$ cat src/rtl/btb_ctrl.sv
// Branch-target-buffer sequencer: muxes entry lookups into a fetch prediction,
// turns resolved branches into one VERIFY/INSERT op and runs full-array clear sweeps.
module btb_ctrl #(
    parameter int N_ENTRIES = 4,
    parameter int IDX_W     = 2
) (
    input  logic                     clk,
    input  logic                     rst,
    input  logic [15:0]              fetch_pc,
    output logic                     pred_hit,
    output logic                     pred_taken,
    output logic [15:0]              pred_target,
    input  logic                     res_valid,
    output logic                     res_ready,
    input  logic [15:0]              res_pc,
    input  logic                     res_taken,
    input  logic [15:0]              res_target,
    input  logic                     clr_req,
    output logic                     busy,
    output logic [N_ENTRIES-1:0]     ent_en,
    output logic [2:0]               ent_op,
    output logic [15:0]              ent_pc,
    output logic [11:0]              ent_in_pc,
    output logic [15:0]              ent_in_target,
    input  logic [N_ENTRIES-1:0]     ent_hit,
    input  logic [N_ENTRIES-1:0]     ent_pred,
    input  logic [16*N_ENTRIES-1:0]  ent_target,
    input  logic [N_ENTRIES-1:0]     ent_empty
);

    // Resolution handshake: a branch transfers on a cycle where res_valid and
    // res_ready are both high; the source must hold res_valid and res_* until then.

    typedef enum logic [1:0] {
        S_IDLE   = 2'd0,
        S_UPDATE = 2'd1,
        S_CLEAR  = 2'd2
    } state_t;

    localparam logic [2:0] OP_IDLE    = 3'b000;
    localparam logic [2:0] OP_CLEAR   = 3'b001;
    localparam logic [2:0] OP_LOOKUP  = 3'b100;
    localparam logic [2:0] OP_VFY_FT  = 3'b010;
    localparam logic [2:0] OP_VFY_TGT = 3'b011;
    localparam logic [2:0] OP_INS_FT  = 3'b110;
    localparam logic [2:0] OP_INS_TGT = 3'b111;

    localparam logic [N_ENTRIES-1:0] EN_ONE   = {{(N_ENTRIES-1){1'b0}}, 1'b1};
    localparam logic [IDX_W-1:0]     IDX_LAST = IDX_W'(N_ENTRIES - 1);

    state_t           state_q, state_d;
    logic [IDX_W-1:0] rr_ptr_q, rr_ptr_d;
    logic [IDX_W-1:0] clr_idx_q, clr_idx_d;
    logic             clr_pend_q, clr_pend_d;
    logic [15:0]      res_pc_q, res_pc_d;
    logic             res_taken_q, res_taken_d;
    logic [15:0]      res_target_q, res_target_d;

    logic             hit_any, empty_any;
    logic [IDX_W-1:0] hit_idx, empty_idx, victim_idx;
    logic [15:0]      sel_target;
    logic             sel_pred;

    // Lowest-index priority: scan downward so the lowest set bit wins.
    always_comb begin
        hit_any   = |ent_hit;
        empty_any = |ent_empty;
        hit_idx   = '0;
        empty_idx = '0;
        for (int i = N_ENTRIES - 1; i >= 0; i--) begin
            if (ent_hit[i])   hit_idx   = IDX_W'(i);
            if (ent_empty[i]) empty_idx = IDX_W'(i);
        end
        sel_target = '0;
        sel_pred   = 1'b0;
        for (int i = 0; i < N_ENTRIES; i++) begin
            if (IDX_W'(i) == hit_idx) begin
                sel_target = ent_target[16*i +: 16];
                sel_pred   = ent_pred[i];
            end
        end
        victim_idx = hit_any ? hit_idx : (empty_any ? empty_idx : rr_ptr_q);
    end

    always_comb begin
        state_d      = state_q;
        rr_ptr_d     = rr_ptr_q;
        clr_idx_d    = clr_idx_q;
        clr_pend_d   = clr_pend_q;
        res_pc_d     = res_pc_q;
        res_taken_d  = res_taken_q;
        res_target_d = res_target_q;
        pred_hit     = 1'b0;
        pred_taken   = 1'b0;
        pred_target  = '0;
        res_ready    = 1'b0;
        ent_en       = '0;
        ent_op       = OP_IDLE;
        ent_pc       = fetch_pc;

        case (state_q)
            S_IDLE: begin
                ent_op      = OP_LOOKUP;
                pred_hit    = hit_any;
                pred_taken  = sel_pred & hit_any;
                pred_target = sel_target;
                res_ready   = ~clr_req;
                if (clr_req) begin
                    state_d    = S_CLEAR;
                    clr_idx_d  = '0;
                    clr_pend_d = 1'b0;
                end else if (res_valid) begin
                    res_pc_d     = res_pc;
                    res_taken_d  = res_taken;
                    res_target_d = res_target;
                    state_d      = S_UPDATE;
                end
            end
            S_UPDATE: begin
                ent_pc = res_pc_q;
                ent_en = EN_ONE << victim_idx;
                if (hit_any) ent_op = res_taken_q ? OP_VFY_TGT : OP_VFY_FT;
                else         ent_op = res_taken_q ? OP_INS_TGT : OP_INS_FT;
                if (!hit_any && !empty_any) rr_ptr_d = rr_ptr_q + 1'b1;
                clr_pend_d = clr_pend_q | clr_req;
                // The update always completes; a clear seen here runs right after it.
                if (clr_pend_q | clr_req) begin
                    state_d    = S_CLEAR;
                    clr_idx_d  = '0;
                    clr_pend_d = 1'b0;
                end else begin
                    state_d = S_IDLE;
                end
            end
            S_CLEAR: begin
                ent_en    = EN_ONE << clr_idx_q;
                ent_op    = OP_CLEAR;
                clr_idx_d = clr_idx_q + 1'b1;
                if (clr_idx_q == IDX_LAST) begin
                    state_d   = S_IDLE;
                    rr_ptr_d  = '0;
                    clr_idx_d = '0;
                end
            end
            default: state_d = S_IDLE;
        endcase
    end

    assign busy          = (state_q != S_IDLE);
    assign ent_in_pc     = {1'b0, res_pc_q[15:5]};
    assign ent_in_target = res_target_q;

    always_ff @(posedge clk) begin
        if (rst) begin
            state_q      <= S_IDLE;
            rr_ptr_q     <= '0;
            clr_idx_q    <= '0;
            clr_pend_q   <= 1'b0;
            res_pc_q     <= '0;
            res_taken_q  <= 1'b0;
            res_target_q <= '0;
        end else begin
            state_q      <= state_d;
            rr_ptr_q     <= rr_ptr_d;
            clr_idx_q    <= clr_idx_d;
            clr_pend_q   <= clr_pend_d;
            res_pc_q     <= res_pc_d;
            res_taken_q  <= res_taken_d;
            res_target_q <= res_target_d;
        end
    end

endmodule

$ cat config.mk
export PLATFORM = sky130hd
export DESIGN_NAME = btb_ctrl
export DESIGN_NICKNAME = d
export VERILOG_FILES = /design/src/rtl/btb_ctrl.sv
export SDC_FILE = /design/constraint.sdc
export NUM_CORES = 1
export LEC_CHECK = 0
export BUFFER_PORTS_ARGS = -buffer_cell sky130_fd_sc_hd__buf_2
export CAP_MARGIN = 30
export CORE_ASPECT_RATIO = 2
export CORE_MARGIN = 5
export CORE_UTILIZATION = 40
export CTS_CLUSTER_SIZE = 10
export DETAILED_ROUTE_END_ITERATION = 10
export PLACE_DENSITY = 0.79
export RECOVER_POWER = 100
export SLEW_MARGIN = 20
export SYNTH_ARGS = -nofsm -noshare
export SYNTH_HDL_FRONTEND = slang
export SYNTH_SLANG_ARGS = --single-unit
$ cat constraint.sdc
create_clock -name clk -period 1.82 [get_ports clk]
set_input_delay 0.364 -clock clk [delete_from_list [all_inputs] [get_ports clk]]
set_output_delay 0.364 -clock clk [all_outputs]
set_load 0.02 [all_outputs]
==> results of run 1 <==
==> per-layer routing <==
metal	track usage	vias up
li1	-	1676
met5	0	-
met4	0.144	0
met3	0.0604	36
met1	0.243	1663
met2	0.531	208
==> kinds of logic (layout without fill, tap and decap cells) <==
| kind of cell | after synthesis | count (layout) | share of synthesized area |
|---|---|---|---|
| flops | 39 | 39 | 0.308 |
| fa+ha+maj | 5 | 5 | 0.0247 |
| mux | 18 | 18 | 0.0789 |
| compound gates | 101 | 101 | 0.226 |
| buf+inv | 47 | 260 | 0.0908 |
| simple gates | 158 | 158 | 0.270 |
| other cells | 1 | 1 | 0.00148 |
==> repair_timing <==
| item | 4_1_cts | 5_1_grt |
|---|---|---|
| setup endpoints to repair | 47 | 41 |
| gates resized for setup | 147 | 64 |
| pin swaps | 45 | 14 |
| buffers inserted | 17 | 2 |
| gates cloned | 5 | 1 |
==> synthesized netlist by cell type, types with 2 or more instances <==
master	number	share of area
nand2_1	106	0.16
a21oi_1	53	0.10
dfxtp_1	39	0.31
o21ai_0	22	0.043
nand3_1	20	0.039
o211ai_1	20	0.059
clkbuf_1	16	0.024
mux2_2	16	0.071
nor2_1	13	0.019
buf_4	12	0.036
buf_2	7	0.014
inv_1	7	0.010
ha_1	5	0.025
buf_1	3	0.0044
nand2b_1	3	0.0074
nor2b_1	3	0.0074
nor4_1	3	0.0074
a31oi_1	2	0.0049
and2_1	2	0.0049
mux2i_1	2	0.0079
==> worst reg2reg max path: stages, from the launching register on <==
cell      delay [ps]
dfxtp_2          320
inv_2             70
clkbuf_2         130
ha_4             160
buf_8            150
nor2b_1          330
buf_4            180
nand2_1           80
buf_12           180
nand2_1           90
a21oi_1           70
==> path summary, 6_finish.rpt <==
path / endpoint / slack, ps / cells after the start
hold / removal: res_pc_q[0]$_SDFFE_PP0P_ / 310 / 3
setup / recovery: ent_en[1] / -220 / 5
hold reg to reg: ent_in_target[5]$_SDFFE_PP0P_ / 450 / 2
setup reg to reg: res_pc_q[1]$_SDFFE_PP0P_ / -70 / 10
==> power by group through the flow <==
stage / sequential (W) / clock, W / combinational [W]
2_1_floorplan: 0.000969 / 0 / 0.000680
3_3_place_gp: 0.000946 / 0 / 0.00117
3_5_place_dp: 0.000949 / 0 / 0.00119
4_1_cts: 0.000935 / 0.00104 / 0.00152
5_1_grt: 0.000943 / 0.00107 / 0.00173
6_report: 0.000939 / 0.00103 / 0.00163
==> registers in the layout (all words and copies together), names as in the netlist <==
signal         flops
res_taken_q        1
state_q            2
rr_ptr_q           2
res_pc_q          16
clr_idx_q          2
ent_in_target     16
==> stage by stage <==
| step | hold WS [ps] | TNS [ps] | utilization | power [W] | area, um^2 |
|---|---|---|---|---|---|
| detailed placement | 447 | -2680 | 0.623 | 0.00214 | 3900 |
| global route | 320 | -11550 | 0.782 | 0.00375 | 4900 |
| finish | 310 | -6250 | 0.782 | 0.00360 | 4900 |
| global placement | 440 | -1810 | 0.623 | 0.00211 | 3900 |
| CTS | 306 | -3370 | 0.762 | 0.00349 | 4770 |
| floorplan | 433 | -208 | - | 0.00165 | 2690 |
==> final cells by class <==
cell class	count	area (um^2)
Multi-Input combinational cell	283	2030
Timing Repair Buffer	243	1760
Fill cell	437	1360
Sequential cell	39	787
Clock buffer	6	139
Tap cell	86	108
Inverter	9	42.5
Clock inverter	2	35.0
==> results.cfg, run 1 <==
[finish]
nets = 715
final_cells = 668
layout_commonest_cell = buf_2
drive_above_1_share = 0.543
diodes = 0
synthToLayoutAreaGrowth_pct = 93.0
final_cell_mix = buf_2 (126), nand2_1 (88), buf_6 (44)

[sta]
max_freq_ghz = 0.489
report.final.slew_viol_count = 0
setup_viol = 74
hold_viol = 0
finalCriticalPeriod_ps = 2040
post-route-period-util = 1.12
grt_setup_unrepaired = true
skew_ps = 5.40
worst_slack_ps = -224

[critical_path]
critical_path_buf_inv_count = 1
r2r_start = state_q[0]$_SDFFE_PP0P_
worstPathCellList = or3_4, a221oi_4, o21ai_2, nor2_1, buf_4
worstPathRequired_ps = 1460
crit_start = rr_ptr_q[1]$_SDFFE_PP0P_
path_class = reg -> out
arrival_ps = 1680
startpoint_type = flip-flop
critPathMaxStageDelay_ps = 380
critPathTopFamily = simple AND/OR/NAND/NOR gates
crit_path_end_kind = output port
crit_path_max_fanout = 3
crit_slowest_cell = or3_4

[cts]
clock_path_buffers = 2
cts_tree = done
path_clk_slew_ps = 60
cts_sinks = 39
insertion_delay_ps = 290
cts_max_level = 2
postCtsHoldBufs = 0
cts_inserted_buffers = 5
cts_root_buf = clkbuf_16

[synth]
synth_area_um2 = 2540
ys_types = 35
synth_edf_count = 0
ys_warn_count = 0
synth_cells = 369
yosysSeqAreaShare = 0.308
async_flop_share = 0
synth-seq-cells = 39
synth.net_count = 503
synth_ff_type = dfxtp_1
syn_area_per_cell_um2 = 6.87

[floorplan]
fp.dieW_um = 66.3
start_util = 0.405
die_y_um = 123
ios = 200
core_um2 = 6260
die-area_um2 = 8130
rows = 41

[run]
cap_violations = 0

[worst_hold_path]
min-delay-start = res_pc[0]
holdCritPathClass = in -> reg

[power]
max-vdd-ir-drop_mv = 0.732
seqPwrFrac = 0.261
switching_share = 0.341
p_leak_nw = 2.20
p_comb_frac = 0.453
power_density_nw_per_um2 = 736
clkPwrFrac = 0.286
switchingPower_w = 0.00123
p_int_w = 0.00237

[global_route]
grt_pass1_wl_um = 17000
grt_usage = 0.271
grt_max_degree = 40
grt_pass1_vias = 3631
grt_overflow = 0
antenna_found_initial = 0

[route]
post_drt_wl_per_cell_um = 18.2
top_layer_used = met4
wl_met3_um = 980
wl_met2_um = 6830
wirelength_um = 12100
met1Wirelength_um = 3860
route.antenna.remaining_nets = 0
first_iter_violations = 214
route.detailed.drc = 0
firstDrtPassIters = 4
vias_per_cell = 5.36
via_count = 3583

[place]
placed_cells = 645
dp_hpwl_um = 7740
portBuffers = 198
place_ws_ps = -260
place_congestion = 0.818

[status]
failed_checks = negative setup slack
outcome = finished, violations left
(Power assumes the default switching activity.)
==> run 2: changes to the inputs <==
CORE_MARGIN = default   (was 5)
CORE_UTILIZATION = 43   (was 40)
PLACE_DENSITY = 0.85   (was 0.79)
clock period = 2.6 ns   (was 1.82 ns; I/O delays follow)
==> results.cfg, run 2 (synthesis results as in run 1) <==
[finish]
drive_above_1_share = 0.330
final_cell_mix = buf_2 (129), nand2_1 (107), clkbuf_1 (62)
layout_commonest_cell = buf_2
nets = 680
fin_area_um2 = 3570
diodes = 0
synthToLayoutAreaGrowth_pct = 40.8
n_fill_cell = 539

[cts]
clock_path_buffers = 2
cts_inserted_buffers = 5
cts_root_buf = clkbuf_16
cts_sinks = 39
cts_max_level = 2
postCtsHoldBufs = 0
cts_tree = done
path_clk_slew_ps = 50
insertion_delay_ps = 280

[route]
vias_per_cell = 5.35
route.antenna.remaining_nets = 0
post_drt_wl_per_cell_um = 14.5
first_iter_violations = 210
wirelength_um = 8770
firstDrtPassIters = 5
route.detailed.drc = 0
via_count = 3245

[floorplan]
core_um2 = 5710
die-area_um2 = 6230
ios = 200
fp.dieW_um = 56.3
die_y_um = 111
start_util = 0.444
rows = 39

[worst_hold_path]
holdCritPathClass = reg -> reg
hold_end = ent_in_target[12]$_SDFFE_PP0P_
hold_depth = 2
min-delay-start = ent_in_target[12]$_SDFFE_PP0P_

[sta]
hold_viol = 0
tns_ps = 0
setup_viol = 0
finalCriticalPeriod_ps = 2440
report.final.slew_viol_count = 0
post-route-period-util = 0.940
worst_pin_slew_ps = 680
max_freq_ghz = 0.409
grt_setup_unrepaired = false
skew_ps = 3.94
slew_headroom = 0.547

[critical_path]
worstPathRequired_ps = 2080
arrival_ps = 1920
critPathMaxStageDelay_ps = 450
critical_path_buf_inv_count = 2
reg2regPathDepth = 7
critPathTopFamily = simple AND/OR/NAND/NOR gates
worstPathCellList = clkbuf_2, nand2b_1, nand3_1, o211ai_1, a21oi_1, clkbuf_1
r2r_start = state_q[1]$_SDFFE_PP0P_
r2r_slack_ps = 460
path_class = in -> out
crit_slowest_cell = nand2b_1
r2r_end = res_pc_q[0]$_SDFFE_PP0P_
crit_path_max_fanout = 17
startpoint_type = input port
crit_path_end_kind = output port

[status]
outcome = finished clean

[global_route]
grt_overflow = 0
grt_pass1_vias = 3032
grt_max_degree = 40
grt_usage = 0.274
antenna_found_initial = 0
grt_pass1_wl_um = 13400

[power]
p_leak_nw = 1.58
max-vdd-ir-drop_mv = 0.550
power_density_nw_per_um2 = 541

[place]
place_congestion = 0.833
postPlaceCellArea_um2 = 3490
dp_hpwl_um = 6850
portBuffers = 198

[run]
cap_violations = 0
[run 2: cell types whose count changed in the layout (fill, tap and decap cells not counted), sizes merged]
| cell | delta |
|---|---|
| buf | -75 |
| clkbuf | +41 |
| bufinv | -1 |
| bufbuf | -1 |
[run 2: tightest hold or removal path, stage by stage, from the launching register on]
cell	delay [ps]
dfxtp_1	310
nand2_1	50
a21oi_1	50
[run 2: how the worst max path moves through the flow]
stage / from / endpoint / slack, ps / cells after the start
detailed placement: ent_hit[2] / ent_en[0] / 80 / 6
CTS: state_q[0]$_SDFFE_PP0P_ / ent_en[0] / 30 / 6
global placement: ent_hit[2] / ent_en[0] / 200 / 6
global route: state_q[0]$_SDFFE_PP0P_ / ent_en[3] / 30 / 7
finish: ent_hit[2] / pred_target[5] / 160 / 6
floorplan: ent_hit[2] / ent_en[3] / 130 / 4
[run 2: routing by layer]
metal	GRT usage	routed length, um
met1	0.245	2870
met2	0.525	4690
met3	0.0550	728
met4	0.176	479
met5	0	0
[run 2: report_power, final]
group	internal [W]	total [W]	leakage, nW	switching [W]
clock network	0.000374	0.000595	0.0727	0.000222
logic	0.000249	0.000680	1.19	0.000432
registers	0.000632	0.000655	0.318	0.0000233
total	0.00125	0.00193	1.58	0.000677
[run 2: area by class of cell]
cell class	count	area, um^2	area share
multi-input cells	283	1540	0.431
repair buffers	208	996	0.279
flip-flops and latches	39	782	0.219
clock buffers	6	139	0.0389
well taps	61	76.3	0.0214
inverters	9	33.8	0.00946
clock inverters	1	5.00	0.00140
[run 2: through the flow]
| step | hold slack [ps] | std cells | total power, W | setup WS, ps | util |
|---|---|---|---|---|---|
| floorplan | 433 | 369 | 0.00109 | 129 | - |
| CTS | 453 | 607 | 0.00196 | 27.5 | 0.637 |
| finish | 453 | 607 | 0.00193 | 156 | 0.626 |
| global placement | 439 | 600 | 0.00135 | 196 | 0.612 |
| detailed placement | 444 | 600 | 0.00136 | 79.2 | 0.612 |
| global route | 474 | 607 | 0.00203 | 30.8 | 0.626 |
[run 2: timing repair]
item | CTS | global route
endpoints found under the setup margin | 0 | 5
resized for setup | 0 | 5
buffers inserted | 0 | 0
==> run 3: changes to the inputs <==
CTS_BUF_LIST = sky130_fd_sc_hd__clkbuf_16   (was default)
==> results.cfg, run 3 (synthesis results as in run 1) <==
[worst_hold_path]
holdCritPathClass = reg -> reg
hold_end = ent_in_target[12]$_SDFFE_PP0P_
hold_depth = 2
min-delay-start = ent_in_target[12]$_SDFFE_PP0P_

[sta]
post-route-period-util = 0.942
worst_pin_slew_ps = 673
skew_ps = 4.14
max_freq_ghz = 0.408
tns_ps = 0
grt_setup_unrepaired = false
finalCriticalPeriod_ps = 2450
report.final.slew_viol_count = 0
hold_viol = 0
slew_headroom = 0.552
setup_viol = 0

[floorplan]
core_um2 = 5710
die_y_um = 111
die-area_um2 = 6230
start_util = 0.444
ios = 200
fp.dieW_um = 56.3
rows = 39

[power]
p_int_w = 0.00122
power_density_nw_per_um2 = 534
clkPwrFrac = 0.297
p_leak_nw = 1.58
seqPwrFrac = 0.345
switching_share = 0.356
p_comb_frac = 0.358
max-vdd-ir-drop_mv = 0.559
switchingPower_w = 0.000676

[finish]
synthToLayoutAreaGrowth_pct = 40.5
drive_above_1_share = 0.328
fin_area_um2 = 3560
nets = 680
layout_commonest_cell = buf_2
diodes = 0
final_cell_mix = buf_2 (129), nand2_1 (107), clkbuf_1 (62)

[cts]
cts_inserted_buffers = 5
insertion_delay_ps = 280
cts_sinks = 39
path_clk_slew_ps = 50
cts_root_buf = clkbuf_16
clock_path_buffers = 2
postCtsHoldBufs = 0
cts_setup_buffers = 0
cts_tree = done
cts_max_level = 2

[global_route]
antenna_found_initial = 0
grt_overflow = 0
grt_pass1_vias = 3016
grt_pass1_wl_um = 13300
busiest_layer = met2
gr-usage-met2 = 0.521
use_met3 = 0.0562
grt_max_degree = 40
use_met1 = 0.243
grt_usage = 0.272

[critical_path]
critPathMaxStageDelay_ps = 410
arrival_ps = 1930
startpoint_type = input port
crit_start = ent_hit[2]
path_class = in -> out
crit_path_end_kind = output port
r2r_end = res_pc_q[15]$_SDFFE_PP0P_
worstPathRequired_ps = 2080
worstPathCellList = clkbuf_2, or2_2, a221oi_2, o21ai_0, nor2b_1, clkbuf_2
critical_path_buf_inv_count = 2
r2r_start = state_q[1]$_SDFFE_PP0P_
crit_path_max_fanout = 7
cp_common_cell = clkbuf_2
reg2regPathDepth = 7
critPathTopFamily = compound AO/OA/AOI/OAI gates
crit_slowest_cell = a221oi_2
r2r_slack_ps = 460

[route]
vias_per_cell = 5.36
via_count = 3254
route.antenna.remaining_nets = 0
route.detailed.drc = 0
wirelength_um = 8780
firstDrtPassIters = 4
first_iter_violations = 222
post_drt_wl_per_cell_um = 14.5

[place]
place_congestion = 0.833
postPlaceCellArea_um2 = 3490
portBuffers = 198
dp_hpwl_um = 6850

[status]
outcome = finished clean

[run]
cap_violations = 0
## run 3: cell count changes in the layout (fill, tap and decap cells not counted)
cell      previous run  this run
clkbuf_8             1         0
clkinv_1             1         2
## run 3: worst max-delay path by stage
stage	endpoint	cells past startpoint	slack [ps]
2_1_floorplan	ent_en[3]	4	130
3_3_place_gp	ent_en[0]	6	200
3_5_place_dp	ent_en[0]	6	80
4_1_cts	ent_en[0]	6	30
5_1_grt	ent_en[3]	7	30
6_report	ent_en[0]	6	150
## run 3: layer usage
| layer | up-vias | routed length (um) |
|---|---|---|
| met1 | 1443 | 2940 |
| met2 | 188 | 4710 |
| met4 | 0 | 469 |
| met5 | - | 0 |
| met3 | 26 | 665 |
| li1 | 1597 | - |
## run 3: final cells by class
class	count	area, um^2
Clock buffer	5	125
Clock inverter	2	8.76
Fill cell	543	2150
Inverter	9	33.8
Multi-Input combinational cell	283	1540
Sequential cell	39	782
Tap cell	61	76.3
Timing Repair Buffer	208	996
## run 3: per-stage QoR
step	total power, W	util	setup slack [ps]	hold slack, ps	std cells
detailed placement	0.00136	0.612	79.2	444	600
floorplan	0.00109	-	129	433	369
finish	0.00190	0.624	151	453	607
CTS	0.00192	0.636	27.5	453	607
global placement	0.00135	0.612	196	439	600
global route	0.00200	0.624	30.8	474	607
## run 3: tightest hold or removal path, cell delays in order (launching register included)
cell and delay [ps]:
dfxtp_1 310, nand2_1 50, a21oi_1 50
## run 3: timing repair
item	CTS	global route
gates resized for setup	0	5
endpoints found under the hold margin	0	0
setup endpoints to repair	0	5
## run 3: power by group through the flow
stage | Clock (W) | Combinational (W) | Sequential (W)
global placement | 0 | 0.000681 | 0.000665
finish | 0.000565 | 0.000680 | 0.000655
global route | 0.000596 | 0.000740 | 0.000659
CTS | 0.000575 | 0.000696 | 0.000654
floorplan | 0 | 0.000414 | 0.000678
detailed placement | 0 | 0.000693 | 0.000666
